### src/rtl/regfile_arb_pkg.sv
// Shared types and defaults for the register-file read arbiter.
package regfile_arb_pkg;

  typedef enum logic {IDLE = 1'b0, READ = 1'b1} state_t;

  localparam int N_REQ_DEFAULT     = 4;
  localparam int BUS_WIDTH_DEFAULT = 32;
  localparam int SEL_DEFAULT       = 5;

  // Index width for a requester count; never narrower than one bit.
  function automatic int idx_width(input int n);
    return (n <= 1) ? 1 : $clog2(n);
  endfunction

endpackage

### src/rtl/rr_priority_picker.sv
// Combinational round-robin picker: first set request at or after ptr, wrapping.
module rr_priority_picker
  import regfile_arb_pkg::*;
#(
  parameter int N_REQ = N_REQ_DEFAULT,
  parameter int IW    = idx_width(N_REQ)
) (
  input  logic [N_REQ-1:0] req,
  input  logic [IW-1:0]    ptr,
  output logic [N_REQ-1:0] onehot,
  output logic [IW-1:0]    idx,
  output logic             any_req
);

  logic [IW-1:0] cand_idx [N_REQ];

  // Candidate at offset gi from ptr; explicit wrap so non-power-of-2 counts work.
  genvar gi;
  generate
    for (gi = 0; gi < N_REQ; gi++) begin : g_cand
      logic [IW:0] sum;
      assign sum = {1'b0, ptr} + (IW+1)'(gi);
      assign cand_idx[gi] = (sum >= (IW+1)'(N_REQ)) ? IW'(sum - (IW+1)'(N_REQ))
                                                    : sum[IW-1:0];
    end
  endgenerate

  // Scan from the far end so the nearest candidate is the last to overwrite.
  always_comb begin
    idx     = '0;
    any_req = 1'b0;
    onehot  = '0;
    for (int k = N_REQ - 1; k >= 0; k--) begin
      if (req[cand_idx[k]]) begin
        idx     = cand_idx[k];
        any_req = 1'b1;
      end
    end
    if (any_req) onehot[idx] = 1'b1;
  end

endmodule

### src/rtl/regfile_read_arbiter.sv
// Round-robin arbiter sharing one register-file read mux among N_REQ clients.
// Optional feature macro: REGFILE_ARB_ZERO_REG_EN (address 0 answered in one cycle as zero).
module regfile_read_arbiter
  import regfile_arb_pkg::*;
#(
  parameter int N_REQ     = N_REQ_DEFAULT,
  parameter int BUS_WIDTH = BUS_WIDTH_DEFAULT,
  parameter int SEL       = SEL_DEFAULT
) (
  input  logic                 Clk,
  input  logic                 Reset_n,
  input  logic [N_REQ-1:0]     Req,
  input  logic [N_REQ*SEL-1:0] Addr,
  output logic [N_REQ-1:0]     Grant,
  output logic [N_REQ-1:0]     Valid,
  output logic [BUS_WIDTH-1:0] Rdata,
  output logic [SEL-1:0]       Mux_Sel,
  input  logic [BUS_WIDTH-1:0] Mux_Dout
);

  localparam int IW = idx_width(N_REQ);

  state_t               state_reg, state_next;
  logic [IW-1:0]        ptr_reg, ptr_next;
  logic [IW-1:0]        win_reg, win_next;
  logic [SEL-1:0]       sel_reg, sel_next;
  logic [BUS_WIDTH-1:0] rdata_reg, rdata_next;
  logic [N_REQ-1:0]     grant_reg, grant_next;
  logic [N_REQ-1:0]     valid_reg, valid_next;

  logic [N_REQ-1:0]     pick_onehot;
  logic [IW-1:0]        pick_idx;
  logic                 pick_any;
  logic [IW-1:0]        pick_inc, win_inc;
  logic                 zero_hit;
  logic [SEL-1:0]       addr_slot [N_REQ];

  genvar gi;
  generate
    for (gi = 0; gi < N_REQ; gi++) begin : g_addr
      assign addr_slot[gi] = Addr[gi*SEL +: SEL];
    end
  endgenerate

  rr_priority_picker #(
    .N_REQ (N_REQ),
    .IW    (IW)
  ) u_picker (
    .req     (Req),
    .ptr     (ptr_reg),
    .onehot  (pick_onehot),
    .idx     (pick_idx),
    .any_req (pick_any)
  );

  assign pick_inc = (pick_idx == IW'(N_REQ - 1)) ? '0 : pick_idx + IW'(1);
  assign win_inc  = (win_reg  == IW'(N_REQ - 1)) ? '0 : win_reg  + IW'(1);

`ifdef REGFILE_ARB_ZERO_REG_EN
  assign zero_hit = (addr_slot[pick_idx] == '0);
`else
  assign zero_hit = 1'b0;
`endif

  always_comb begin
    state_next = state_reg;
    ptr_next   = ptr_reg;
    win_next   = win_reg;
    sel_next   = sel_reg;
    rdata_next = rdata_reg;
    grant_next = '0;
    valid_next = '0;
    case (state_reg)
      IDLE: begin
        if (pick_any) begin
          win_next   = pick_idx;
          grant_next = pick_onehot;
          if (zero_hit) begin
            // Register 0 reads as zero: finish now, leave the mux select alone.
            valid_next = pick_onehot;
            rdata_next = '0;
            ptr_next   = pick_inc;
          end else begin
            sel_next   = addr_slot[pick_idx];
            state_next = READ;
          end
        end
      end
      READ: begin
        rdata_next          = Mux_Dout;
        valid_next[win_reg] = 1'b1;
        ptr_next            = win_inc;
        state_next          = IDLE;
      end
      default: state_next = IDLE;
    endcase
  end

  always_ff @(posedge Clk) begin
    if (!Reset_n) begin
      state_reg <= IDLE;
      ptr_reg   <= '0;
      win_reg   <= '0;
      sel_reg   <= '0;
      rdata_reg <= '0;
      grant_reg <= '0;
      valid_reg <= '0;
    end else begin
      state_reg <= state_next;
      ptr_reg   <= ptr_next;
      win_reg   <= win_next;
      sel_reg   <= sel_next;
      rdata_reg <= rdata_next;
      grant_reg <= grant_next;
      valid_reg <= valid_next;
    end
  end

  assign Grant   = grant_reg;
  assign Valid   = valid_reg;
  assign Rdata   = rdata_reg;
  assign Mux_Sel = sel_reg;

endmodule
### config.mk
export PLATFORM = sky130hd
export DESIGN_NAME = regfile_read_arbiter
export DESIGN_NICKNAME = d
export VERILOG_FILES = /design/src/rtl/regfile_arb_pkg.sv /design/src/rtl/rr_priority_picker.sv /design/src/rtl/regfile_read_arbiter.sv
export SDC_FILE = /design/constraint.sdc
export NUM_CORES = 1
export LEC_CHECK = 0
export BUFFER_PORTS_ARGS = -buffer_cell sky130_fd_sc_hd__buf_2
export CAP_MARGIN = 20
export CORE_MARGIN = 2
export CORE_UTILIZATION = 41
export DETAILED_ROUTE_END_ITERATION = 8
export PLACE_DENSITY = 0.73
export SYNTH_ARGS = -nofsm -noshare
export SYNTH_HDL_FRONTEND = slang
export SYNTH_SLANG_ARGS = --single-unit
### constraint.sdc
create_clock -name Clk -period 5.7 [get_ports Clk]
set_clock_uncertainty 0.05 [all_clocks]
set_input_delay 0.57 -clock Clk [delete_from_list [all_inputs] [get_ports Clk]]
set_output_delay 0.57 -clock Clk [all_outputs]
set_load 0.005 [all_outputs]
---- Word level (Yosys, flattened, before mapping) ----
Cells that the tools add are included.
word-level totals
  word-level logic and storage cells ...... 70
  output and inout port bits .............. 45
  input bits .............................. 58
  register bits ........................... 50
operators by class
  eq/ne operators ......................... 1
  $add $sub $neg .......................... 8
  multiplexer cells ....................... 33
  $lt $le $gt $ge ......................... 13
  reduce and logical (&&, ||, !) cells .... 4
  bitwise logic cells ..................... 4
operator list
  kind                   count
  $mux W32               1
  $mux W2                10
  $lt A2 B3 Y1 const B   6
  $ge A3 B3 Y1 const B   4
  $mux W1                11
  $bmux W5 S2            1
  $mux W5                2
  $bmux W1 S2            4
  $pmux W4 S2            1
  $sub A2 B1 Y2 const B  4
  $add A2 B2 Y3 const B  2
  $demux W1 S2           2
  $ge A2 B1 Y1 const B   2
  $add A2 B1 Y3 const B  1
  $ge A2 B3 Y1 const B   1
  $not A1 Y1             3
  $not A2 Y3             1
  $reduce_or A3 Y1       1
  $add A2 B1 Y2 const B  1
  $eq A2 B2 Y1 const B   1
  $logic_and A1 B1 Y1    2
  $pmux W1 S2            1
  $reduce_and A2 Y1      1

---- Logic depth before layout (Yosys ltp) ----
  depth in word-level cells ............... 13
  gate-level depth with buffers ........... 7
  depth with buffers taken out ............ 5

---- Hierarchy ----
From an unflattened synthesis, not the netlist that was laid out.
unflattened totals
  cells, all modules ...................... 209
  area total of the unflattened synthesis .. 2238.4 um^2
modules (own cells, without submodules)
  module                times used  cells an instance  area an instance (um^2)
  regfile_read_arbiter  1           176                2026.9
  rr_priority_picker    1           33                 211.5

---- Worst setup path after synthesis ----
OpenSTA, ideal clock, no wires.
  path type ............................... input port to flip-flop
  start point ............................. in Req[2]
  end point ............................... reg sel_reg[3] (netlist: Mux_Sel[3])
  path buffers ............................ 2
  required time ........................... 5.534 ns
  arrival ................................. 1.871 ns
  setup slack ............................. 3.662 ns
  stages on the path ...................... 7
  path through ............................ mux2i_1 -> nor2_1 -> or3_1 -> buf_2 -> buf_6 -> mux2_4 -> o211a_1
between the ends
  longest elaborated chain between the ends .. 10
RTL lines
  what                                        line                         text
  start: declaration                          regfile_read_arbiter.sv:12   input logic [N_REQ-1:0] Req,
  $bmux W1 S2                                 rr_priority_picker.sv:34     if (req[cand_idx[k]]) begin
  $mux W1 (not written as such)               rr_priority_picker.sv:34
  $mux W2 (4 in a row)                        rr_priority_picker.sv:34
  $not A2 Y3 (not written as such)            regfile_read_arbiter.sv:84   sel_next = addr_slot[pick_idx];
  $bmux W5 S2                                 regfile_read_arbiter.sv:84
  $mux W5 (not written as such) (2 in a row)  regfile_read_arbiter.sv:84
  end signal: assignment                      regfile_read_arbiter.sv:112  sel_reg <= sel_next;
  end: declaration                            regfile_read_arbiter.sv:26   logic [SEL-1:0] sel_reg, sel_next;
Parallel ways exist; a longest one is shown, timed or not. The select of a mux whose other input is x is not followed.
A chain may end at the register's enable or synchronous reset.

---- Final worst setup path ----
  start point ............................. reg ptr_reg[1]
  end point ............................... reg sel_reg[2] (netlist: Mux_Sel[2])
between the ends
  longest elaborated chain between the ends .. 13
RTL lines
  what                                                  line                         text
  start: declaration                                    regfile_read_arbiter.sv:24   logic [IW-1:0] ptr_reg, ptr_next;
  start signal: assignment                              regfile_read_arbiter.sv:110  ptr_reg <= ptr_next;
  $add A2 B2 Y3                                         rr_priority_picker.sv:22     assign sum = {1'b0, ptr} + (IW+1)'(gi);
  $ge A3 B3 Y1 / $sub A2 B1 Y2 (equally long branches)  rr_priority_picker.sv:23     assign cand_idx[gi] = (sum >= (IW+1)'(N_REQ)) ? IW'(sum - (IW+1)'(N_REQ))
  $mux W2                                               rr_priority_picker.sv:23
  $bmux W1 S2                                           rr_priority_picker.sv:34
  $mux W1 (not written as such)                         rr_priority_picker.sv:34
  $mux W2 (4 in a row)                                  rr_priority_picker.sv:34
  $not A2 Y3 (not written as such)                      regfile_read_arbiter.sv:84
  $bmux W5 S2                                           regfile_read_arbiter.sv:84
  $mux W5 (not written as such) (2 in a row)            regfile_read_arbiter.sv:84
Parallel ways exist; a longest one is shown, timed or not. The select of a mux whose other input is x is not followed.

==> flow_summary.toml <==
[run_status]
status = "finished, final reports clean"

[power]
switchingPower_uw = 184
swShare_pct = 24.3
p_int_uw = 575
ir_drop_v = 0.000156
p_seq_share_pct = 50.8
total_power_uw = 759
p_clk_share_pct = 31.8
pwr-share-comb_pct = 17.4
power.density_nw_per_um2 = 275
leakagePower_nw = 1.38

[yosys]
synth_cell_types = 28
ys_warn_count = 0
synth_cells = 199
synth_seq_cells = 50
syn_area_um2 = 2110
synth-seq-area-share_pct = 47.5
avgSynthCellArea_um2 = 10.6
syn_nets = 261

[global_route]
track_usage_pct = 14.9
grt_max_degree = 47
grt_pass1_vias = 1475
grt.overflow.total = 0
grt_pass1_wl_mm = 6.41
antenna_found_initial = 0

[timing]
worst_pin_slew_ns = 0.836
setup_viol = 0
layout_setup_ws_ns = 3.56
finalCritPeriodShare_pct = 37.5
tns_ns = 0
min_period_ns = 2.14
rsz0062_at_grt = "false"
fmax_ghz = 0.468
hold_viol_final = 0
finalMaxSlewViolations = 0
maxSlewHeadroom_pct = 44.1

[cells_and_area]
largest_reg_flops = 32
fill_cells = 468
diodes = 0
drive_gt1_share_pct = 39.2
stdcell_count = 366
postLayoutCellArea_um2 = 2760
finalNetCount = 357
syn_to_final_growth_pct = 30.8

[routing]
drcViolationCount = 0
wl_per_cell_um = 12.0
routed_wirelength_mm = 4.38
num_vias = 1683
drtIter0Drc = 41
antenna_left = 0
via_per_inst = 4.60
dr.pass1.iters = 4

[die]
die_width_um = 75.7
core_area_um2 = 5040
dieArea_um2 = 5730
start_util_pct = 41.8
boundaryPins = 103
die_h_um = 75.7
num_rows = 26

[placement]
place_congestion = 0.840
preCtsSetupSlack_ns = 3.33
dpl_cell_area_um2 = 2650
numPortBuffers = 102
dp_cells = 358
place_hpwl_mm = 3.08

[clock_network]
post_cts_buffers = 0
cts_hold_buf = 0
clk_path_buf_depth = 2
clk_pin_slew_ns = 0.09
cts_buffers = 5
clkSinkCount = 50
cts-htree-levels = 2
cts_tree = "built"
root_buffer = "clkbuf_8"
ctsResizeCount = 0
insertion_delay_ns = 0.30

[setup_path]
crit_fanout = 13
endpoint_kind = "flip-flop"
crit_required_ns = 5.85
critPathLaunchType = "flip-flop"
critPathKind = "flip-flop to flip-flop"
arrival_ns = 2.29

[job]
cap_violations = 0

[min_path]
hold_class = "flip-flop to flip-flop"
power by group through the flow:
stage	sequential (mW)	clock, mW	combinational, mW
2_1_floorplan	0.395	0	0.0800
3_3_place_gp	0.393	0	0.130
3_5_place_dp	0.393	0	0.133
4_1_cts	0.386	0.249	0.134
5_1_grt	0.389	0.261	0.148
6_report	0.386	0.241	0.132
synth_stat cells, drive strengths merged:
master / count / share of area [%]
a21boi: 1 / 0.36
a21oi: 3 / 0.89
and2: 1 / 0.30
and3: 6 / 1.8
buf: 5 / 1.4
clkbuf: 9 / 1.6
dfxtp: 50 / 48
ha: 4 / 2.4
inv: 9 / 1.6
mux2: 5 / 3.0
mux2i: 36 / 17
nand2: 2 / 0.36
nand2b: 1 / 0.30
nor2: 4 / 0.71
nor2b: 34 / 10
nor3: 3 / 0.71
nor4: 1 / 0.30
o2111ai: 5 / 2.1
o211a: 5 / 2.4
o21a: 6 / 2.1
o21ai: 1 / 0.24
o22ai: 1 / 0.30
o31ai: 5 / 1.8
or3: 2 / 0.59
logic make-up (layout without fill, tap and decap cells):
kind of cell,after synthesis,after routing,synth area share (%)
buf+inv,23,120,4.63
mux,41,41,20.1
simple gates,54,54,15.2
flops,50,50,47.5
fa+ha+maj,4,4,2.38
compound gates,27,27,10.2
worst max-delay path: stages (launching register included):
cell and delay [ns]:
dfxtp_1 0.44, mux2i_1 0.10, nor2_1 0.34, or3_1 0.51, mux2_2 0.39, o211a_1 0.20
placed cells by master (no fill, tap or decap), types with 3 or more instances in the layout:
master | netlist | final
nor3_1 | 3 | 3
o211a_1 | 5 | 5
o21a_1 | 6 | 6
dfxtp_1 | 50 | 49
ha_1 | 4 | 4
and3_1 | 6 | 6
o31ai_1 | 5 | 5
clkbuf_8 | 0 | 5
nor2_1 | 4 | 4
inv_1 | 9 | 9
mux2i_1 | 36 | 36
o2111ai_1 | 5 | 5
nor2b_1 | 34 | 34
buf_2 | 3 | 102
mux2_2 | 3 | 3
metal layers:
layer,global-route usage (%),share of wire [%],vias up,wire [µm]
li1,-,-,873,-
met1,18.0,46,745,2030
met2,24.5,46,60,2010
met3,3.31,6.0,5,264
met4,8.19,1.5,0,65
met5,0,0,-,0
stage by stage:
| step | hold slack (ns) | util (%) |
|---|---|---|
| floorplan | 0.440 | - |
| global placement | 0.440 | 52.5 |
| detailed placement | 0.452 | 52.5 |
| CTS | 0.466 | 54.6 |
| global route | 0.483 | 54.6 |
| finish | 0.469 | 54.6 |
layout make-up:
cell class | instances | area [µm²] | share of cell area [%]
inverter | 9 | 33.8 | 1.23
tap | 70 | 87.6 | 3.18
clock inverter | 1 | 30.0 | 1.09
multi-input combinational | 126 | 1010 | 36.6
timing repair buffer | 103 | 518 | 18.8
sequential | 50 | 1000 | 36.4
clock buffer | 7 | 76.3 | 2.77
worst paths after layout:
kind	start	endpoint	slack [ns]	cells after the start
min reg2reg	Rdata[28]$_SDFFE_PN0P_	Rdata[28]$_SDFFE_PN0P_	0.47	2
max reg2reg	ptr_reg[1]$_SDFFE_PN0P_	Mux_Sel[2]$_SDFFE_PN0P_	3.56	5
max	ptr_reg[1]$_SDFFE_PN0P_	Mux_Sel[2]$_SDFFE_PN0P_	3.56	5
min	Rdata[28]$_SDFFE_PN0P_	Rdata[28]$_SDFFE_PN0P_	0.47	2
(Power assumes the default switching activity.)
